**src/rtl/sample_pacer.sv**
```systemverilog
// sample_pacer: rate-matching buffer between the audio sample producer and the
// DAC-side consumer. Samples are accepted into a small FIFO and released at one
// per rising edge of sample_clock. Playback starts only once the FIFO is half
// full, and an empty FIFO at a tick sends the block back to priming.
//
// Handshake: a sample transfers on a rising clk edge when in_valid and in_ready
// are both 1. in_ready depends only on the registered fill count, so a pop in
// the same cycle never opens room for a push into a full FIFO. in_data is
// sampled only on a transfer edge.
module sample_pacer #(
    parameter int SAMPLE_WIDTH    = 16,
    parameter int FIFO_DEPTH_LOG2 = 4
) (
    input  logic                       clk,
    input  logic                       rst,
    input  logic                       sample_clock,
    input  logic [SAMPLE_WIDTH-1:0]    in_data,
    input  logic                       in_valid,
    output logic                       in_ready,
    output logic [SAMPLE_WIDTH-1:0]    out_sample,
    output logic                       out_strobe,
    output logic [FIFO_DEPTH_LOG2:0]   fill,
    output logic                       running,
    output logic [7:0]                 underrun_count,
    input  logic                       clear_underrun
);

    localparam int DEPTH = 1 << FIFO_DEPTH_LOG2;
    localparam logic [FIFO_DEPTH_LOG2:0]   FILL_FULL = {1'b1, {FIFO_DEPTH_LOG2{1'b0}}};
    localparam logic [FIFO_DEPTH_LOG2:0]   FILL_HALF = FILL_FULL >> 1;
    localparam logic [FIFO_DEPTH_LOG2:0]   FILL_ONE  = {{FIFO_DEPTH_LOG2{1'b0}}, 1'b1};
    localparam logic [FIFO_DEPTH_LOG2-1:0] PTR_ONE   = {{(FIFO_DEPTH_LOG2-1){1'b0}}, 1'b1};

    typedef enum logic {
        PRIMING = 1'b0,
        RUNNING = 1'b1
    } state_t;

    state_t                        state;
    state_t                        state_next;
    logic                          sc_d;
    logic                          tick;
    logic                          push;
    logic                          pop;
    logic                          underrun;
    logic [FIFO_DEPTH_LOG2-1:0]    wr_ptr;
    logic [FIFO_DEPTH_LOG2-1:0]    rd_ptr;
    logic [SAMPLE_WIDTH-1:0]       mem [DEPTH];

    // sc_d resets high so a sample_clock already high out of reset is not a tick.
    assign tick     = sample_clock & ~sc_d;
    assign in_ready = (fill != FILL_FULL);
    assign push     = in_valid & in_ready;
    assign running  = (state == RUNNING);

    // Edge-detect register for sample_clock.
    always_ff @(posedge clk or negedge rst) begin
        if (!rst) begin
            sc_d <= 1'b1;
        end else begin
            sc_d <= sample_clock;
        end
    end

    // FSM state register.
    always_ff @(posedge clk or negedge rst) begin
        if (!rst) begin
            state <= PRIMING;
        end else begin
            state <= state_next;
        end
    end

    // Next state plus pop/underrun decode; a tick in PRIMING only strobes.
    always_comb begin
        state_next = state;
        pop        = 1'b0;
        underrun   = 1'b0;
        case (state)
            PRIMING: begin
                if (fill >= FILL_HALF) begin
                    state_next = RUNNING;
                end
            end
            RUNNING: begin
                if (tick) begin
                    if (fill != '0) begin
                        pop = 1'b1;
                    end else begin
                        underrun   = 1'b1;
                        state_next = PRIMING;
                    end
                end
            end
            default: state_next = PRIMING;
        endcase
    end

    // FIFO storage; contents are invalidated by the pointer/fill reset.
    always_ff @(posedge clk) begin
        if (push) begin
            mem[wr_ptr] <= in_data;
        end
    end

    // Pointers and occupancy; a simultaneous push and pop leaves fill unchanged.
    always_ff @(posedge clk or negedge rst) begin
        if (!rst) begin
            wr_ptr <= '0;
            rd_ptr <= '0;
            fill   <= '0;
        end else begin
            if (push) begin
                wr_ptr <= wr_ptr + PTR_ONE;
            end
            if (pop) begin
                rd_ptr <= rd_ptr + PTR_ONE;
            end
            case ({push, pop})
                2'b10:   fill <= fill + FILL_ONE;
                2'b01:   fill <= fill - FILL_ONE;
                default: fill <= fill;
            endcase
        end
    end

    // Output register: strobe on every tick, new sample only on a pop.
    always_ff @(posedge clk or negedge rst) begin
        if (!rst) begin
            out_strobe <= 1'b0;
            out_sample <= '0;
        end else begin
            out_strobe <= tick;
            if (pop) begin
                out_sample <= mem[rd_ptr];
            end
        end
    end

    // Saturating underrun counter; a clear overrides a same-cycle underrun.
    always_ff @(posedge clk or negedge rst) begin
        if (!rst) begin
            underrun_count <= 8'd0;
        end else if (clear_underrun) begin
            underrun_count <= 8'd0;
        end else if (underrun && (underrun_count != 8'hFF)) begin
            underrun_count <= underrun_count + 8'd1;
        end
    end

endmodule

```
**config.mk**
```make
export PLATFORM = sky130hd
export DESIGN_NAME = sample_pacer
export DESIGN_NICKNAME = d
export VERILOG_FILES = /design/src/rtl/sample_pacer.sv
export SDC_FILE = /design/constraint.sdc
export NUM_CORES = 1
export LEC_CHECK = 0
export CORE_ASPECT_RATIO = 1.4
export CORE_MARGIN = 2
export CORE_UTILIZATION = 45
export CTS_CLUSTER_DIAMETER = 120
export DETAILED_ROUTE_END_ITERATION = 16
export MAX_ROUTING_LAYER = met4
export PLACE_DENSITY = 0.63
export SETUP_SLACK_MARGIN = 0.05
export SLEW_MARGIN = 20
export SYNTH_ARGS = -nofsm -noshare
export SYNTH_HDL_FRONTEND = slang
export SYNTH_SLANG_ARGS = --single-unit
```
**constraint.sdc**
```tcl
create_clock -name clk -period 2.7 [get_ports clk]
set_input_delay 0.27 -clock clk [delete_from_list [all_inputs] [get_ports clk]]
set_output_delay 0.27 -clock clk [all_outputs]
set_load 0.05 [all_outputs]
```
### Word-level counts from Yosys, hierarchy flattened

Memory sizes are Yosys's and may differ from the RTL's. A register that Yosys moved wholly into a read port is not among the register bits.
Cells that the tools add are included.

| operators by class | value |
|---|---|
| equality and inequality tests | 4 |
| $lt $le $gt $ge | 1 |
| reductions and logical operators | 5 |
| bitwise gates (word level) | 4 |
| multiplexer cells | 14 |
| $add $sub $neg | 5 |

Operators by type and width:

| kind | count |
|---|---|
| 8-bit 2-to-1 mux | 2 |
| 1-bit 2-to-1 mux | 10 |
| 5-bit one-hot mux with 2 select lines | 1 |
| 4-bit by 1-bit adder with 4-bit output, second input constant | 2 |
| 8-bit by 1-bit adder with 8-bit output, second input constant | 1 |
| 8-bit != test, second input constant | 1 |
| 5-bit by 1-bit adder with 5-bit output, second input constant | 1 |
| 5-bit by 4-bit greater-or-equal comparator with 1-bit output, second input constant | 1 |
| 5-bit != test, second input constant | 1 |
| 5-bit nonzero test | 1 |
| 5-bit by 1-bit subtractor with 5-bit output, second input constant | 1 |
| 2-bit nonzero test | 2 |
| 1-bit bitwise AND | 2 |
| 2-bit by 1-bit equality test with 1-bit output, second input constant | 1 |
| 2-bit equality test, second input constant | 1 |
| 1-bit NOT | 2 |
| 1-bit one-hot mux with 2 select lines | 1 |
| 1-bit logical AND | 1 |
| 1-bit logical NOT | 1 |

| storage, ports and cells | value |
|---|---|
| RAM bits | 256 |
| logic and storage cells | 41 |
| register bits after elaboration | 24 |
| memories | 1 |

Memories:

| name | words | width | rd ports | clocked after Yosys merged registers in | wr ports | RTL line | RTL |
|---|---|---|---|---|---|---|---|
| mem | 16 | 16 | 1 | 1 | 1 | 48 | `logic [SAMPLE_WIDTH-1:0] mem [DEPTH];` |

### Logic depth before layout (Yosys ltp)

| logic depth | value |
|---|---|
| depth after elaboration | 7 |
| depth in mapped cells | 13 |
| mapped depth without buffers | 10 |

### Worst setup path after synthesis

No wires, ideal clock.

| timing path | value |
|---|---|
| path type | reg-to-reg |
| start | reg fill[2] |
| end | mem mem[3][0] (enable) |
| library setup time | 0.409 ns |
| data arrival time | 2.799 ns |
| cell stages (with the launch flop) | 6 |
| period minus slack after synthesis | 3.208 ns |
| slack | -0.508 ns |
| cells stage by stage | dfrtp_1 buf_2 nor4_4 a21boi_1 nand2_1 nor3_1 |

| between the ends | value |
|---|---|
| cells in the longest elaborated chain, start to end | 4 |

RTL lines:

| what | RTL line | RTL |
|---|---|---|
| start: declaration | 22 | `output logic [FIFO_DEPTH_LOG2:0] fill,` |
| start signal: assignment | 120 | `2'b10: fill <= fill + FILL_ONE;` |
| start signal: assignment | 121 | `2'b01: fill <= fill - FILL_ONE;` |
| start signal: assignment | 122 | `default: fill <= fill;` |
| 5-bit != test | 52 | `assign in_ready = (fill != FILL_FULL);` |
| 1-bit bitwise AND | 53 | `assign push = in_valid & in_ready;` |
| 1-bit 2-to-1 mux | 101 | `if (push) begin` |
| 1-bit 2-to-1 mux (not written as such) | 102 | `mem[wr_ptr] <= in_data;` |
| end: declaration | 48 |  |

Every way passes these cells.

### Worst setup path in the final report

| timing path | value |
|---|---|
| start | reg fill[2] |
| end | reg fill[4] |

| between the ends | value |
|---|---|
| cells in the longest elaborated chain, start to end | 6 |
| elaborated cells between the ends (all ways) | 12 |

RTL lines:

| what | RTL line | RTL |
|---|---|---|
| 5-bit nonzero test * | 87 | `if (fill != '0) begin` |
| 1-bit 2-to-1 mux * | 87 |  |
| 1-bit 2-to-1 mux * | 86 | `if (tick) begin` |
| 1-bit 2-to-1 mux * | 79 | `case (state)` |
| via pop | 44 | `logic pop;` |
| 2-bit by 1-bit equality test with 1-bit output or 2-bit equality test (tied branches) | 119 | `case ({push, pop})` |
| 5-bit one-hot mux with 2 select lines or 2-bit nonzero test (tied branches) | n/a |  |

The timed path passes the listed nets; every way through them passes the cells marked *.
A chain may end at the register's enable or synchronous reset.

==> reports/results.tsv <==
stage	metric	value	unit
logic_synthesis	Simple-Gate Fraction of Synth Area	3.801	%
grt	largest net degree at the start of global routing	52	
place	DP Worst Slack	0.02103	ns
worst_setup_path	CP bufs+invs	1	
timing	final period utilization	93.72	%
timing	Slew @ Worst Pin	0.6901	ns
logic_synthesis	Post-synth ARST share	13.51	%
worst_setup_path	r2r startpoint	fill[2]	
route	Residual DRC	0	
power_and_ir_drop	Flop pwr share	42.2	%
logic_synthesis	mapped cell area	0.01172	mm²
die	die width	140.4	µm
finish	layout cell share with drive strength beyond 1	25.00	%
power_and_ir_drop	leakage power	4.682	nW
logic_synthesis	Most used DFF post-synth	edfxtp_1	
route	Final ANT Viol Nets	0	
finish	nets	713	
logic_synthesis	Synth Area in Compound Gates	4.825	%
logic_synthesis	post-synthesis sequential area ratio	74.14	%
timing	Max Freq	395.2	MHz
logic_synthesis	syn_area_per_cell	19.53	µm²
die	Initial Util	46.02	%
worst_setup_path	CP peak stage delay	0.48	ns
logic_synthesis	Synth Area in XOR/XNOR	0.8220	%
timing	Final Max Slew Viols	0	
worst_setup_path	worst r2r path cells	10	
worst_setup_path	CP endpoint	fill[4]	
die	die area	0.02737	mm²
clock_tree	Clock Tree Root	clkbuf_16	
power_and_ir_drop	Peak supply drop	606.2	µV
timing	Final setup viols	0	
logic_synthesis	Post-Synth Adder-Cell Area	1.068	%
timing	Slew headroom	53.99	%
grt	GR Util All Layers	19.32	%
power_and_ir_drop	PD cells	1036	mW/mm²
worst_setup_path	critical path class	reg2reg	
worst_setup_path	crit-path max FO	10	
logic_synthesis	Yosys cell types	41	
logic_synthesis	Mapped Cells	600	
timing	clock skew	0.01051	ns
route	Pre-antenna DRT Iters	4	
die	CORE AREA	0.02547	mm²
timing	Total Negative Setup Slacks	0	ns
timing	RSZ-0062 raised after global routing	false	
grt	total global routing overflow	0	
logic_synthesis	Ys Warns	0	
worst_setup_path	crit path max-delay cell type	dfrtp_2	
logic_synthesis	number of flops mapped to enable cells by yosys	256	
clock_tree	Clock Latency Late Sink	0.54	ns
worst_setup_path	Worst path depth	10	
logic_synthesis	Syn Nets	631	
grt	initial antenna violation count	0	
power_and_ir_drop	sw power	4.496	mW
timing	minimum clock period	2.530	ns
clock_tree	H-tree level count	1	
place	RD Place Congestion	0.8217	
timing	Fin. Hold Viols	0	
die	io pins	53	
finish	Finished Core Util	54.83	%
power_and_ir_drop	Logic pwr share	30.1	%
clock_tree	CTS Buf Count	28	
route	Via density	5.895	
worst_setup_path	CP endpoint kind	flop	
logic_synthesis	FF+latch count, synth	296	
worst_setup_path	reg-to-reg endpoint	fill[4]	
power_and_ir_drop	Power Internal	9.968	mW
clock_tree	clock slew at reported path FFs	0.07	ns
worst_setup_path	CP Launch Type	flop	
route	wire per inst	24.51	µm
worst_hold_path	Hold WC Path Type	in2reg	
power_and_ir_drop	switch share	31.09	%
timing	fin worst setup slack	0.1695	ns
clock_tree	clock net sink count	296	
route	Routed WL	25.07	mm
grt	first-pass GRT wire length	38.81	mm
finish	n_diodes	0	
logic_synthesis	multiplexer area fraction after synthesis	13.85	%
die	Die Y	195.0	µm
worst_setup_path	Critical Path Start	fill[2]	
grt	vias in the first global route	6375	
worst_setup_path	crit-path leading delay family	simple AND/OR/NAND/NOR gates	
die	FP Rows	69	
clock_tree	Max Buffers Root-to-Sink	3	
place	HPWL after DPL	15.46	mm
route	initial DRC count	416	
logic_synthesis	largest family of logic cells by synthesized area	multiplexers	
finish	synthesis-to-finish area growth	19.14	%
worst_setup_path	Worst EP arrival	2.97	ns
run_status	outcome	completed	
route	routed via count	6031	
worst_setup_path	Req. time, crit path	3.14	ns
clock_tree	CTS tree	yes	
worst_setup_path	worst-path cell chain	nor4_4 -> a21bo_2 -> inv_4 -> ha_4 -> xor2_1 -> ha_2 -> nor2b_1 -> o21ai_1 -> a21oi_1 -> nor4b_2	
place	# port buffers	52	
power_and_ir_drop	Power Total	14.46	mW
job	total of max-cap violations	0	
worst_setup_path	flop-to-flop setup slack	0.17	ns
power_and_ir_drop	Clk pwr share	27.7	%
routing by layer:
layer,track usage (%),share of wire [%],vias up
met1,24.55,40,3205
li1,-,-,2600
met3,2.217,5.0,44
met2,33.12,53,182
met4,5.425,2.2,0
met5,-,0,-
worst min path at each step:
stage                              endpoint  cells after the start    startpoint  slack [ns]
after floorplan                     fill[0]                      0           rst       -0.03
after global placement    underrun_count[6]                      1           rst        0.30
after detailed placement  underrun_count[4]                      1           rst        0.31
after CTS                              sc_d                      1  sample_clock        0.16
after global routing                   sc_d                      1  sample_clock        0.17
final                                  sc_d                      1  sample_clock        0.18
what timing repair did:
action	CTS	global route
endpoints found under the setup margin	0	2
endpoints found under the hold margin	21	0
buffers inserted	0	0
gates resized for setup	0	2
hold buffers	1	0
logic make-up after synthesis:
logic type	count (synthesis)
DFF	296
muxes	82
and+or+nand+nor	82
AOI/OAI and AO/OA	76
buffers and inverters	43
xor gates and xnor gates	11
adders and majority gates	10
cell type report:
cell class / instances / area [µm²]
inverters: 8 / 32.53
repair buffers: 87 / 945.9
clock inverters: 13 / 152.6
well taps: 319 / 399.1
clock buffers: 39 / 803.3
fillers: 1945 / 11500
flip-flops and latches: 296 / 8700
multi-input cells: 261 / 2930
power groups by stage:
| stage | Combinational [mW] | Sequential (mW) | Clock (mW) |
|---|---|---|---|
| 5_1_grt | 4.66 | 6.15 | 4.25 |
| 3_3_place_gp | 4.34 | 6.14 | 0 |
| 2_1_floorplan | 2.68 | 6.40 | 0 |
| 4_1_cts | 4.42 | 6.10 | 4.10 |
| 6_report | 4.35 | 6.10 | 4.01 |
| 3_5_place_dp | 4.40 | 6.19 | 0 |
layout by cell type (no fill, tap or decap), types with 16 or more instances in the layout:
master	instances
a211o_1	16
a21oi_1	24
a22o_1	16
buf_4	21
clkbuf_16	29
clkdlybuf4s50_1	50
dfrtp_1	33
edfxtp_1	256
mux2i_1	17
mux4_2	64
nor2b_1	20
state kept, by name, summed over array words and instances (netlist names):
name,flops
underrun_count,8
mem,256
running,1
rd_ptr,4
out_strobe,1
sc_d,1
out_sample,16
fill,5
wr_ptr,4
synth_stat cells, types with 5 or more instances:
library cell    n  area share (%)
nor2_1         19            0.61
xnor2_1         7            0.52
buf_2          11            0.47
buf_1           5            0.16
a211o_1        16             1.2
ha_1           10             1.1
o21ai_0         6            0.26
nand2_1        15            0.48
a21oi_1        24             1.0
mux2i_1        17             1.5
inv_1           8            0.26
dfrtp_1        39             8.3
nor2b_1        20             1.1
edfxtp_1      256              66
mux4_2         64              12
clkbuf_1       19            0.61
nand3_1         5            0.21
a22o_1         16             1.2
per-stage QoR:
step | std cells | instance area, µm² | hold slack (ns)
CTS | 1023 | 13950 | 0.1637
detailed placement | 970 | 12990 | 0.3062
global placement | 970 | 12990 | 0.2951
floorplan | 600 | 11790 | -0.02559
global route | 1023 | 13960 | 0.1698
finish | 1023 | 13960 | 0.1848
(Power assumes the default switching activity.)
